[config.mk]
export PLATFORM = sky130hd
export DESIGN_NAME = instruction_dispatcher
export DESIGN_NICKNAME = d
export VERILOG_FILES = /design/src/rtl/instruction_dispatcher.sv
export SDC_FILE = /design/constraint.sdc
export NUM_CORES = 1
export LEC_CHECK = 0
export BUFFER_PORTS_ARGS = -buffer_cell sky130_fd_sc_hd__buf_2
export CAP_MARGIN = 20
export CORE_AREA = 2 2 124 126
export DETAILED_ROUTE_END_ITERATION = 10
export DIE_AREA = 0 0 126 128
export PLACE_DENSITY_LB_ADDON = 0.3
export RECOVER_POWER = 25
export SETUP_SLACK_MARGIN = 0.05
export SLEW_MARGIN = 20
export SYNTH_ARGS = -nofsm -noshare
export SYNTH_HDL_FRONTEND = slang
export SYNTH_SLANG_ARGS = --single-unit
[constraint.sdc]
create_clock -name i_clock -period 2.4 [get_ports i_clock]
set_input_delay 0.24 -clock i_clock [delete_from_list [all_inputs] [get_ports i_clock]]
set_output_delay 0.24 -clock i_clock [all_outputs]
set_load 0.05 [all_outputs]
[src/rtl/instruction_dispatcher.sv]
// rtl/instruction_dispatcher.sv - buffers upstream instructions and issues them one at a time to the Processor.
// Optional WAIT-state watchdog enabled with `define DISPATCHER_TIMEOUT_EN.

package Isa;
  typedef enum logic [3:0] {
    NOOP  = 4'd0,
    ADD   = 4'd1,
    SUB   = 4'd2,
    AND   = 4'd3,
    OR    = 4'd4,
    XOR   = 4'd5,
    LOAD  = 4'd6,
    STORE = 4'd7
  } OpCode;

  typedef struct packed {
    OpCode      op_code;
    logic [9:0] rd;
    logic [9:0] rs_1;
    logic [9:0] rs_2;
  } Instruction;
endpackage

module instruction_dispatcher #(
  parameter int FIFO_DEPTH     = 4,
  parameter int TIMEOUT_CYCLES = 64
) (
  input  logic                          i_clock,
  input  logic                          i_reset,
  input  logic                          i_valid,
  input  Isa::Instruction               i_instruction,
  output logic                          o_ready,
  output Isa::Instruction               o_instruction,
  output logic                          o_start,
  input  logic                          i_done,
  output logic                          o_busy,
  output logic [$clog2(FIFO_DEPTH):0]   o_count,
  output logic [15:0]                   o_issued,
  output logic                          o_timeout
);

  localparam int PTR_W = $clog2(FIFO_DEPTH);
  localparam int CNT_W = PTR_W + 1;

  if (FIFO_DEPTH < 2 || (FIFO_DEPTH & (FIFO_DEPTH - 1)) != 0 || TIMEOUT_CYCLES < 1) begin : g_param_check
    $error("instruction_dispatcher: FIFO_DEPTH must be a power of two >= 2 and TIMEOUT_CYCLES >= 1");
  end

  typedef enum logic {
    S_IDLE = 1'b0,
    S_WAIT = 1'b1
  } state_t;

  Isa::Instruction  r_mem [FIFO_DEPTH];
  logic [PTR_W-1:0] r_wr_ptr;
  logic [PTR_W-1:0] r_rd_ptr;
  logic [CNT_W-1:0] r_count;

  state_t           r_state;
  state_t           w_state_nxt;
  Isa::Instruction  r_instruction;
  logic             r_start;
  logic [15:0]      r_issued;
  logic             r_timeout;

  logic             w_full;
  logic             w_empty;
  logic             w_push;
  logic             w_pop;
  logic             w_issue;
  logic             w_complete;
  logic             w_expire;
  Isa::Instruction  w_head;

  // Readiness depends on occupancy only, so a pop never frees a slot for a same-cycle push.
  assign w_full  = (r_count == CNT_W'(FIFO_DEPTH));
  assign w_empty = (r_count == '0);
  assign w_push  = i_valid && !w_full;
  assign w_head  = r_mem[r_rd_ptr];

  always_ff @(posedge i_clock) begin
    if (w_push) begin
      r_mem[r_wr_ptr] <= i_instruction;
    end
  end

  always_ff @(posedge i_clock or negedge i_reset) begin
    if (!i_reset) begin
      r_wr_ptr <= '0;
      r_rd_ptr <= '0;
      r_count  <= '0;
    end else begin
      if (w_push) begin
        r_wr_ptr <= r_wr_ptr + 1'b1;
      end
      if (w_pop) begin
        r_rd_ptr <= r_rd_ptr + 1'b1;
      end
      r_count <= r_count + CNT_W'(w_push) - CNT_W'(w_pop);
    end
  end

`ifdef DISPATCHER_TIMEOUT_EN
  localparam int TMR_W = $clog2(TIMEOUT_CYCLES + 1);

  logic [TMR_W-1:0] r_timer;

  assign w_expire = (r_state == S_WAIT) && !i_done && (r_timer == TMR_W'(TIMEOUT_CYCLES - 1));

  always_ff @(posedge i_clock or negedge i_reset) begin
    if (!i_reset) begin
      r_timer   <= '0;
      r_timeout <= 1'b0;
    end else begin
      if (w_issue) begin
        r_timer <= '0;
      end else if (r_state == S_WAIT && !i_done) begin
        r_timer <= r_timer + 1'b1;
      end
      if (w_expire) begin
        r_timeout <= 1'b1;
      end
    end
  end
`else
  assign w_expire  = 1'b0;
  assign r_timeout = 1'b0;
`endif

  always_comb begin
    w_state_nxt = r_state;
    w_pop       = 1'b0;
    w_issue     = 1'b0;
    w_complete  = 1'b0;
    case (r_state)
      S_IDLE: begin
        // NOOP words are popped and dropped without leaving IDLE.
        if (!w_empty) begin
          w_pop = 1'b1;
          if (w_head != '0) begin
            w_issue     = 1'b1;
            w_state_nxt = S_WAIT;
          end
        end
      end
      S_WAIT: begin
        if (i_done) begin
          w_complete  = 1'b1;
          w_state_nxt = S_IDLE;
        end else if (w_expire) begin
          w_state_nxt = S_IDLE;
        end
      end
      default: w_state_nxt = S_IDLE;
    endcase
  end

  always_ff @(posedge i_clock or negedge i_reset) begin
    if (!i_reset) begin
      r_state       <= S_IDLE;
      r_instruction <= '0;
      r_start       <= 1'b0;
      r_issued      <= '0;
    end else begin
      r_state <= w_state_nxt;
      r_start <= w_issue;
      if (w_issue) begin
        r_instruction <= w_head;
      end else if (w_expire) begin
        r_instruction <= '0;
      end
      if (w_complete) begin
        r_issued <= r_issued + 16'd1;
      end
    end
  end

  assign o_ready       = !w_full;
  assign o_count       = r_count;
  assign o_instruction = r_instruction;
  assign o_start       = r_start;
  assign o_busy        = (r_state == S_WAIT);
  assign o_issued      = r_issued;
  assign o_timeout     = r_timeout;

endmodule

# Word-level counts from Yosys, hierarchy flattened
# Memories as Yosys holds them, arrays and structs flattened.
# Cells that the tools add are included.
[totals]
memories = 1
word_cells = 33
in_bits = 38
ram_bits = 136
regBits = 59
[classes]
reduce_logical = 4
n_addsub = 5
n_bitwise = 1
eq_ne = 1
mux = 11
[memory_table]
columns = ["memory", "words", "word_bits", "rd", "rd_ports_with_merged_regs", "write_ports", "line_no", "rtl"]
rows = [
  ["r_mem", 4, 34, 1, 0, 1, "54", "Isa::Instruction r_mem [FIFO_DEPTH];"],
]
[op_table]
columns = ["op", "count"]
rows = [
  ["$reduce_bool 34->1", 1],
  ["$add 16x1->16 const B", 1],
  ["$mux 1", 10],
  ["$add 2x1->2 const B", 2],
  ["$add 3x1->3", 1],
  ["$eq 3x3->1 const B", 1],
  ["$logic_not 3->1", 1],
  ["$sub 3x1->3", 1],
  ["$pmux 1 s2", 1],
  ["$logic_and 1x1->1", 1],
  ["$logic_not 1->1", 1],
  ["$not 1->1", 1],
]

# Longest topological paths before layout
# Gate-level depths: netlist of run 1.
[depth]
ltp_word = 5
mapped_depth = 11

# Worst setup path after synthesis of run 1
# No wires, ideal clock.
[synth_path]
path_type = "flip-flop to flip-flop"
startpoint = "reg r_count[1] (netlist: o_count[1])"
endpoint = "reg r_count[2] (netlist: o_count[2])"
slack_ns = -0.373
setup_ns = 0.142
arrival_ns = 2.631
stages_incl_launch_ff = 12
n_path_buf = 0
cell_sequence = "dfrtp_1 -> nor2_1 -> nand2_1 -> and2_1 -> inv_1 -> ha_1 -> inv_1 -> ha_1 -> inv_1 -> fa_1 -> xnor2_1 -> xnor2_1"
[synth_between]
elab_chain_cells = 5
[synth_lines]
columns = ["element", "line_no", "rtl"]
rows = [
  ["start, declared", "57", "logic [CNT_W-1:0] r_count;"],
  ["start signal, assigned", "99", "r_count <= r_count + CNT_W'(w_push) - CNT_W'(w_pop);"],
  ["$eq 3x3->1", "76", "assign w_full = (r_count == CNT_W'(FIFO_DEPTH));"],
  ["$logic_not 1->1", "-", ""],
  ["named net o_ready", "32", "output logic o_ready,"],
  ["$logic_and 1x1->1", "78", "assign w_push = i_valid && !w_full;"],
  ["$add 3x1->3", "99", ""],
  ["$sub 3x1->3", "99", ""],
]
# The timed path passes the listed nets, and every way through them passes these cells.
# A chain may end at the register's enable or synchronous reset.

# Worst setup path after layout of run 1
[layout_path]
startpoint = "reg r_rd_ptr[0]"
endpoint = "reg r_instruction, in the netlist o_instruction[23]"
[layout_between]
elab_chain_cells = 5
[layout_lines]
columns = ["element", "line_no", "rtl"]
rows = [
  ["start, declared", "56", "logic [PTR_W-1:0] r_rd_ptr;"],
  ["start signal, assigned", "97", "r_rd_ptr <= r_rd_ptr + 1'b1;"],
  ["$mem_v2 4x34 (*)", "-", ""],
  ["$reduce_bool 34->1", "140", "if (w_head != '0) begin"],
  ["$mux 1", "140", ""],
  ["$mux 1", "138", "if (!w_empty) begin"],
  ["$mux 1", "135", "case (r_state)"],
  ["end signal, assigned", "168", "r_instruction <= w_head;"],
  ["end, declared", "61", "Isa::Instruction r_instruction;"],
]
# Every way passes the cells marked *; elsewhere a longest branch is shown, timed or not.

==> results.txt, run 1 <==
Power Density: 1405 nW/um^2
PortBufs: 93
Dpl ws: -0.3452 ns
Worst R2R Start: r_rd_ptr[0]
Hold WC Path Type: in -> reg
CTS tree: done
Drt first pass iters: 4
Mean Syn Cell Area: 17.88 sq um
Grt ovf: 0
# IOs: 95
CTS buffer count: 17
Tcrit/Tclk final: 107.3%
Initial antenna violation count: 2
Max-cap violations: 0
Critical path arrival: 2.89 ns
DR vias/cell: 5.305
Crit path capture: o_instruction[23]
Worst Setup SP: r_rd_ptr[0]
Final hold violations: 0
P&R area growth vs syn: 18.64%
Most common cell in the netlist: edfxtp_1
#FFs+latches synth: 195
LEAKAGE: 3.439 nW
Via count: 3926
H-tree depth: 4
Routed len/inst: 18.95 um
Worst Path Required: 2.71 ns
Die H: 128 um
DR DRC count: 0
First-pass GRT wire length: 22050 um
Critical path launch point type: register
Die ar.: 16130 sq um
Drt first-iter violations: 210
Setup ws final: -0.1764 ns
Worst IR drop on VDD: 0.5738 mV
Placed inst area: 8298 sq um
Placer Congestion: 0.7826
Leading area contributor after synthesis: edfxtp_1
Synthesized cell area: 7490 sq um
Vias in the first global route: 4153
Fmax: 388.1 MHz
GRT Total Usage: 18.33%
Netlist cell types: 29
Die width: 126 um
RR Endpoint: o_instruction[23]
RSZ-0062 raised after global routing: yes
Effective utilization at floorplan: 50.39%
Synth area leaders: edfxtp_1 (55%), dfrtp_1 (20%), mux4_2 (6.0%)
Commonest cells post-synth: edfxtp_1 (136), dfrtp_1 (59), nand2_1 (38)
Worst hold slack: 0.03449 ns
Fill count: 1118
DRT antenna net count: 0
Dpl hpwl: 9195 um
Post-layout nets: 585
Setup Viol. Count Final: 32
Post-Syn Nets: 465
Failing checks: negative setup slack
Share of cells above drive strength 1: 29.95%
R2R cell count: 7
Post-synth EDFFs: 136
Reg-to-reg setup timing slack: -0.18 ns
Total negative setup slack: -2.390 ns
Post-synthesis instance total: 419
Ys flop type: edfxtp_1
Detailed-route wire length: 14020 um
Clk buf depth: 2
Largest net degree at the start of global routing: 35
Slew Limit Fails: 0
Synth warnings: 0
Crit path kind: reg -> reg
Cell area after layout: 8886 sq um
Slew @ Worst Pin: 0.5334 ns
Core Footprint: 14860 sq um
Clk sink count: 195
Outcome: finished, violations left
Post-route minimum period: 2.576 ns
Critical path capture point type: register
CTS clock-pin slew for the worst setup and hold paths: 0.07 ns
Max transition margin: 64.44%
Clock skew: 0.01399 ns
Ys async rst share: 30.26%
Crit-path max FO: 17
Top cell type's share of synthesized area: 54.53%
Std-Cell Rows: 45
CTS root buf: clkbuf_16
Seq/Total Area, Yosys: 74.24%
Clk_lat worst skew: 0.43 ns
power breakdown:
group	switching [mW]	internal (mW)
Sequential	0.434	4.56
Combinational	3.16	1.67
Clock	1.14	1.51
state kept, by name (all words and copies together) (netlist names):
register	count
o_start	1
o_instruction	34
o_busy	1
r_wr_ptr	2
r_mem	136
r_rd_ptr	2
o_issued	16
o_count	3
how the worst min path moves through the flow:
stage                      startpoint            to  slack, ns  cells after the start
floorplan                     i_reset        o_busy      -0.06                      0
global placement              i_reset   o_issued[4]       0.12                      1
detailed placement            i_reset   o_issued[4]       0.13                      1
CTS                 i_instruction[27]  r_mem[0][27]      0.004                      1
global route         i_instruction[6]   r_mem[3][6]       0.03                      1
finish               i_instruction[6]   r_mem[2][6]       0.03                      1
per-layer routing:
metal  part of all wire, %  track usage [%]  vias up
li1                      -                -     1804
met1                    42            23.00     1998
met2                    51            30.42      107
met3                   5.9            5.384       15
met4                   1.3            7.175        2
met5                  0.11                0        -
critical path, cell delays in order (launching register included):
cell and delay (ns):
dfrtp_2 0.42, buf_12 0.20, mux4_2 0.57, nor4_4 0.35
nand3_1 0.11, o31a_1 0.34, buf_4 0.18, mux2_4 0.29
layout make-up:
cell class / instances / area (sq um) / area share (%)
timing repair buffer: 117 / 650.6 / 7.322
antenna: 1 / 2.502 / 0.02816
clock inverter: 12 / 115.1 / 1.295
inverter: 34 / 127.6 / 1.436
clock buffer: 19 / 432.9 / 4.872
tap: 188 / 235.2 / 2.647
sequential: 195 / 5565 / 62.63
multi-input combinational: 174 / 1757 / 19.77
cell usage in the layout, fill, tap and decap left out, types with 2 or more instances in the layout:
master / netlist / routed
clkinv_2: 0 / 5
bufinv_16: 0 / 2
o21ai_0: 28 / 23
dfrtp_2: 0 / 4
mux4_1: 14 / 8
dfrtp_1: 59 / 55
mux2_2: 7 / 7
nor4_2: 0 / 6
nand3_1: 4 / 4
clkinv_1: 0 / 2
clkbuf_16: 0 / 17
clkbuf_1: 8 / 30
nor2_1: 7 / 5
ha_1: 7 / 7
buf_4: 1 / 20
inv_1: 34 / 34
xor2_1: 5 / 5
nand4_1: 6 / 6
and3_1: 5 / 4
and4_1: 2 / 2
o21ai_1: 0 / 5
buf_2: 2 / 65
edfxtp_1: 136 / 136
nor2_2: 0 / 2
xnor2_1: 15 / 15
nor4_4: 0 / 2
nand2_1: 38 / 37
buf_12: 0 / 3
mux4_2: 20 / 26
what timing repair did:
item,in CTS,in global routing
hold endpoints to repair,10,0
pin swaps,1,0
hold buffers,1,0
setup buffers,0,1
resized for setup,15,5
setup endpoints to repair,36,37
kinds of logic after synthesis:
logic type,share of synthesized area [%]
flops,74.24
xor+xnor,2.339
mux,12.18
other cells,0.05007
simple gates,4.578
buf+inv,3.091
compound gates,2.088
fa+ha+maj,1.437
stage by stage:
| step | util (%) | total power [mW] | std cells |
|---|---|---|---|
| 3_5_place_dp | 55.82 | 9.804 | 706 |
| 6_report | 59.78 | 12.48 | 740 |
| 2_1_floorplan | - | 8.447 | 419 |
| 5_1_grt | 59.76 | 13.14 | 739 |
| 4_1_cts | 59.89 | 12.62 | 738 |
| 3_3_place_gp | 55.82 | 9.660 | 706 |
Power figures use the tool's default switching activity.
==> inputs of run 2 (changes only) <==
- CORE_AREA: 2 2 124 126 -> 5 5 127 129
- DIE_AREA: 0 0 126 128 -> 0 0 132 134
==> results.txt, run 2 (synthesized netlist as in run 1, its figures left out) <==
Outcome: finished, violations left
Failing checks: negative setup slack
DRT antenna net count: 0 (unchanged)
Clk buf depth: 2 (unchanged)
Crit-path max FO: 11 (-6)
Drt first-iter violations: 240 (+14%)
# IOs: 95 (unchanged)
P&R area growth vs syn: 20.53%
Worst R2R Start: r_rd_ptr[0]
Grt ovf: 0 (unchanged)
Post-route minimum period: 2.607 ns (+0.03083 ns)
CTS tree: done
GRT Total Usage: 17.61% (-0.73 points)
Critical path launch point type: register
Commonest non-fill, non-tap cells in the layout: edfxtp_1 (136), buf_2 (66), dfrtp_1 (55)
LEAKAGE: 3.538 nW (+2.9%)
Setup ws final: -0.2072 ns (-0.03083 ns)
Reg-to-reg setup timing slack: -0.21 ns (-0.03 ns)
Detailed-route wire length: 14900 um (+6.2%)
Die H: 134 um (+4.7%)
Worst Path Required: 2.71 ns (about the same)
Largest net degree at the start of global routing: 35 (unchanged)
Max-cap violations: 0 (unchanged)
Share of cells above drive strength 1: 31.73% (+1.8 points)
Critical path arrival: 2.92 ns (+0.03 ns)
R2R cell count: 8 (+1)
Fmax: 383.6 MHz (-1.2%)
Worst hold slack: 0.04820 ns (+0.01371 ns)
First-pass GRT wire length: 23960 um (+8.7%)
Die ar.: 17690 sq um (+9.7%)
Clk_lat worst skew: 0.42 ns (about the same)
CTS buffer count: 17 (unchanged)
PortBufs: 93 (unchanged)
Std-Cell Rows: 45 (unchanged)
Cell area after layout: 9027 sq um (+1.6%)
CTS root buf: clkbuf_16
Vias in the first global route: 4247 (+2.3%)
Worst Setup SP: r_rd_ptr[0]
RR Endpoint: o_instruction[23]
Hold WC Path Type: in -> reg
Worst IR drop on VDD: 0.5282 mV (-7.9%)
DR vias/cell: 5.319 (+0.26%)
Via count: 3984 (+1.5%)
Die width: 132 um (+4.8%)
Max transition margin: 62.55% (-1.9 points)
Max reg flops: 136 (unchanged)
N_diodes: 0 (-1)
Tcrit/Tclk final: 108.6% (+1.3 points)
Effective utilization at floorplan: 50.20% (-0.19 points)
Clk sink count: 195 (unchanged)
Crit path capture: o_instruction[23]
RSZ-0062 raised after global routing: yes
Crit path kind: reg -> reg
CTS clock-pin slew for the worst setup and hold paths: 0.07 ns (about the same)
Power Density: 1423 nW/um^2 (+1.3%)
Commonest non-fill, non-tap cell in the layout: edfxtp_1
Initial antenna violation count: 2 (unchanged)
Post-layout nets: 594 (+1.5%)
Routed len/inst: 19.89 um (+5.0%)
Dpl hpwl: 9657 um (+5.0%)
Slew @ Worst Pin: 0.5618 ns (+0.02841 ns)
Pwr Total: 12.85 mW (+2.9%)
Final hold violations: 0 (unchanged)
Dpl ws: -0.3345 ns (+0.01070 ns)
Drt first pass iters: 4 (unchanged)
Total negative setup slack: -4.651 ns (-2.261 ns)
H-tree depth: 4 (unchanged)
Most flop-heavy register: r_mem
Clock skew: 0.01007 ns (-0.003928 ns)
Setup Viol. Count Final: 35 (+9.4%)
Core Footprint: 14920 sq um (+0.38%)
Placed inst area: 8343 sq um (+0.54%)
Slew Limit Fails: 0 (unchanged)
DR DRC count: 0 (unchanged)
Critical path capture point type: register
Placer Congestion: 0.8359 (+6.8%)
## run 2: worst min path at each step
stage                         endpoint  slack, ns         startpoint  cells after the start
after global placement     o_issued[4]       0.14            i_reset                      1
after detailed placement   o_issued[3]       0.15            i_reset                      1
after global routing       r_mem[0][7]       0.04   i_instruction[7]                      1
after CTS                 r_mem[2][17]       0.01  i_instruction[17]                      1
after floorplan                 o_busy      -0.06            i_reset                      0
final                      r_mem[2][9]       0.05   i_instruction[9]                      1
## run 2: per-stage QoR
step,utilization [%],instances
after floorplan,-,419
after detailed placement,55.92,712
final,60.50,749
after global routing,60.50,749
after global placement,55.92,712
after CTS,60.49,747
## run 2: where the power goes
group / switching (mW) / internal [mW]
clock: 1.15 / 1.61
sequential: 0.429 / 4.56
combinational: 3.27 / 1.83
total: 4.85 / 8.00
## run 2: per-layer routing
metal  up-vias  routed length [um]  track usage, %
li1       1825                   -               -
met1      2036                6491           22.90
met2        99                7406           29.06
met3        20                 791           4.801
met4         4                 180           5.714
met5         -                  27               0
## run 2: what timing repair did
| action | CTS | global route |
|---|---|---|
| cloned | 1 | 0 |
| endpoints found under the hold margin | 12 | 0 |
| pin swaps | 4 | 1 |
| hold buffers | 1 | 0 |
| endpoints found under the setup margin | 36 | 37 |
| setup buffers | 1 | 2 |
| gates resized for setup | 19 | 12 |
## run 2: critical path, stage by stage (launching register included)
cell and delay (ns):
dfrtp_2 0.43, buf_6 0.15, mux4_2 0.54, nor4_4 0.35, buf_4 0.17, nand4_1 0.11
o31a_1 0.28, buf_4 0.18, mux2_4 0.30
## run 2: final cells by class
cell class	count	area [sq um]
Multi-Input combinational cell	174	1760
Inverter	34	127.6
Fill cell	1099	5893
Tap cell	188	235.2
Timing Repair Buffer	126	747.0
Clock buffer	26	556.8
Clock inverter	6	35.03
Sequential cell	195	5565
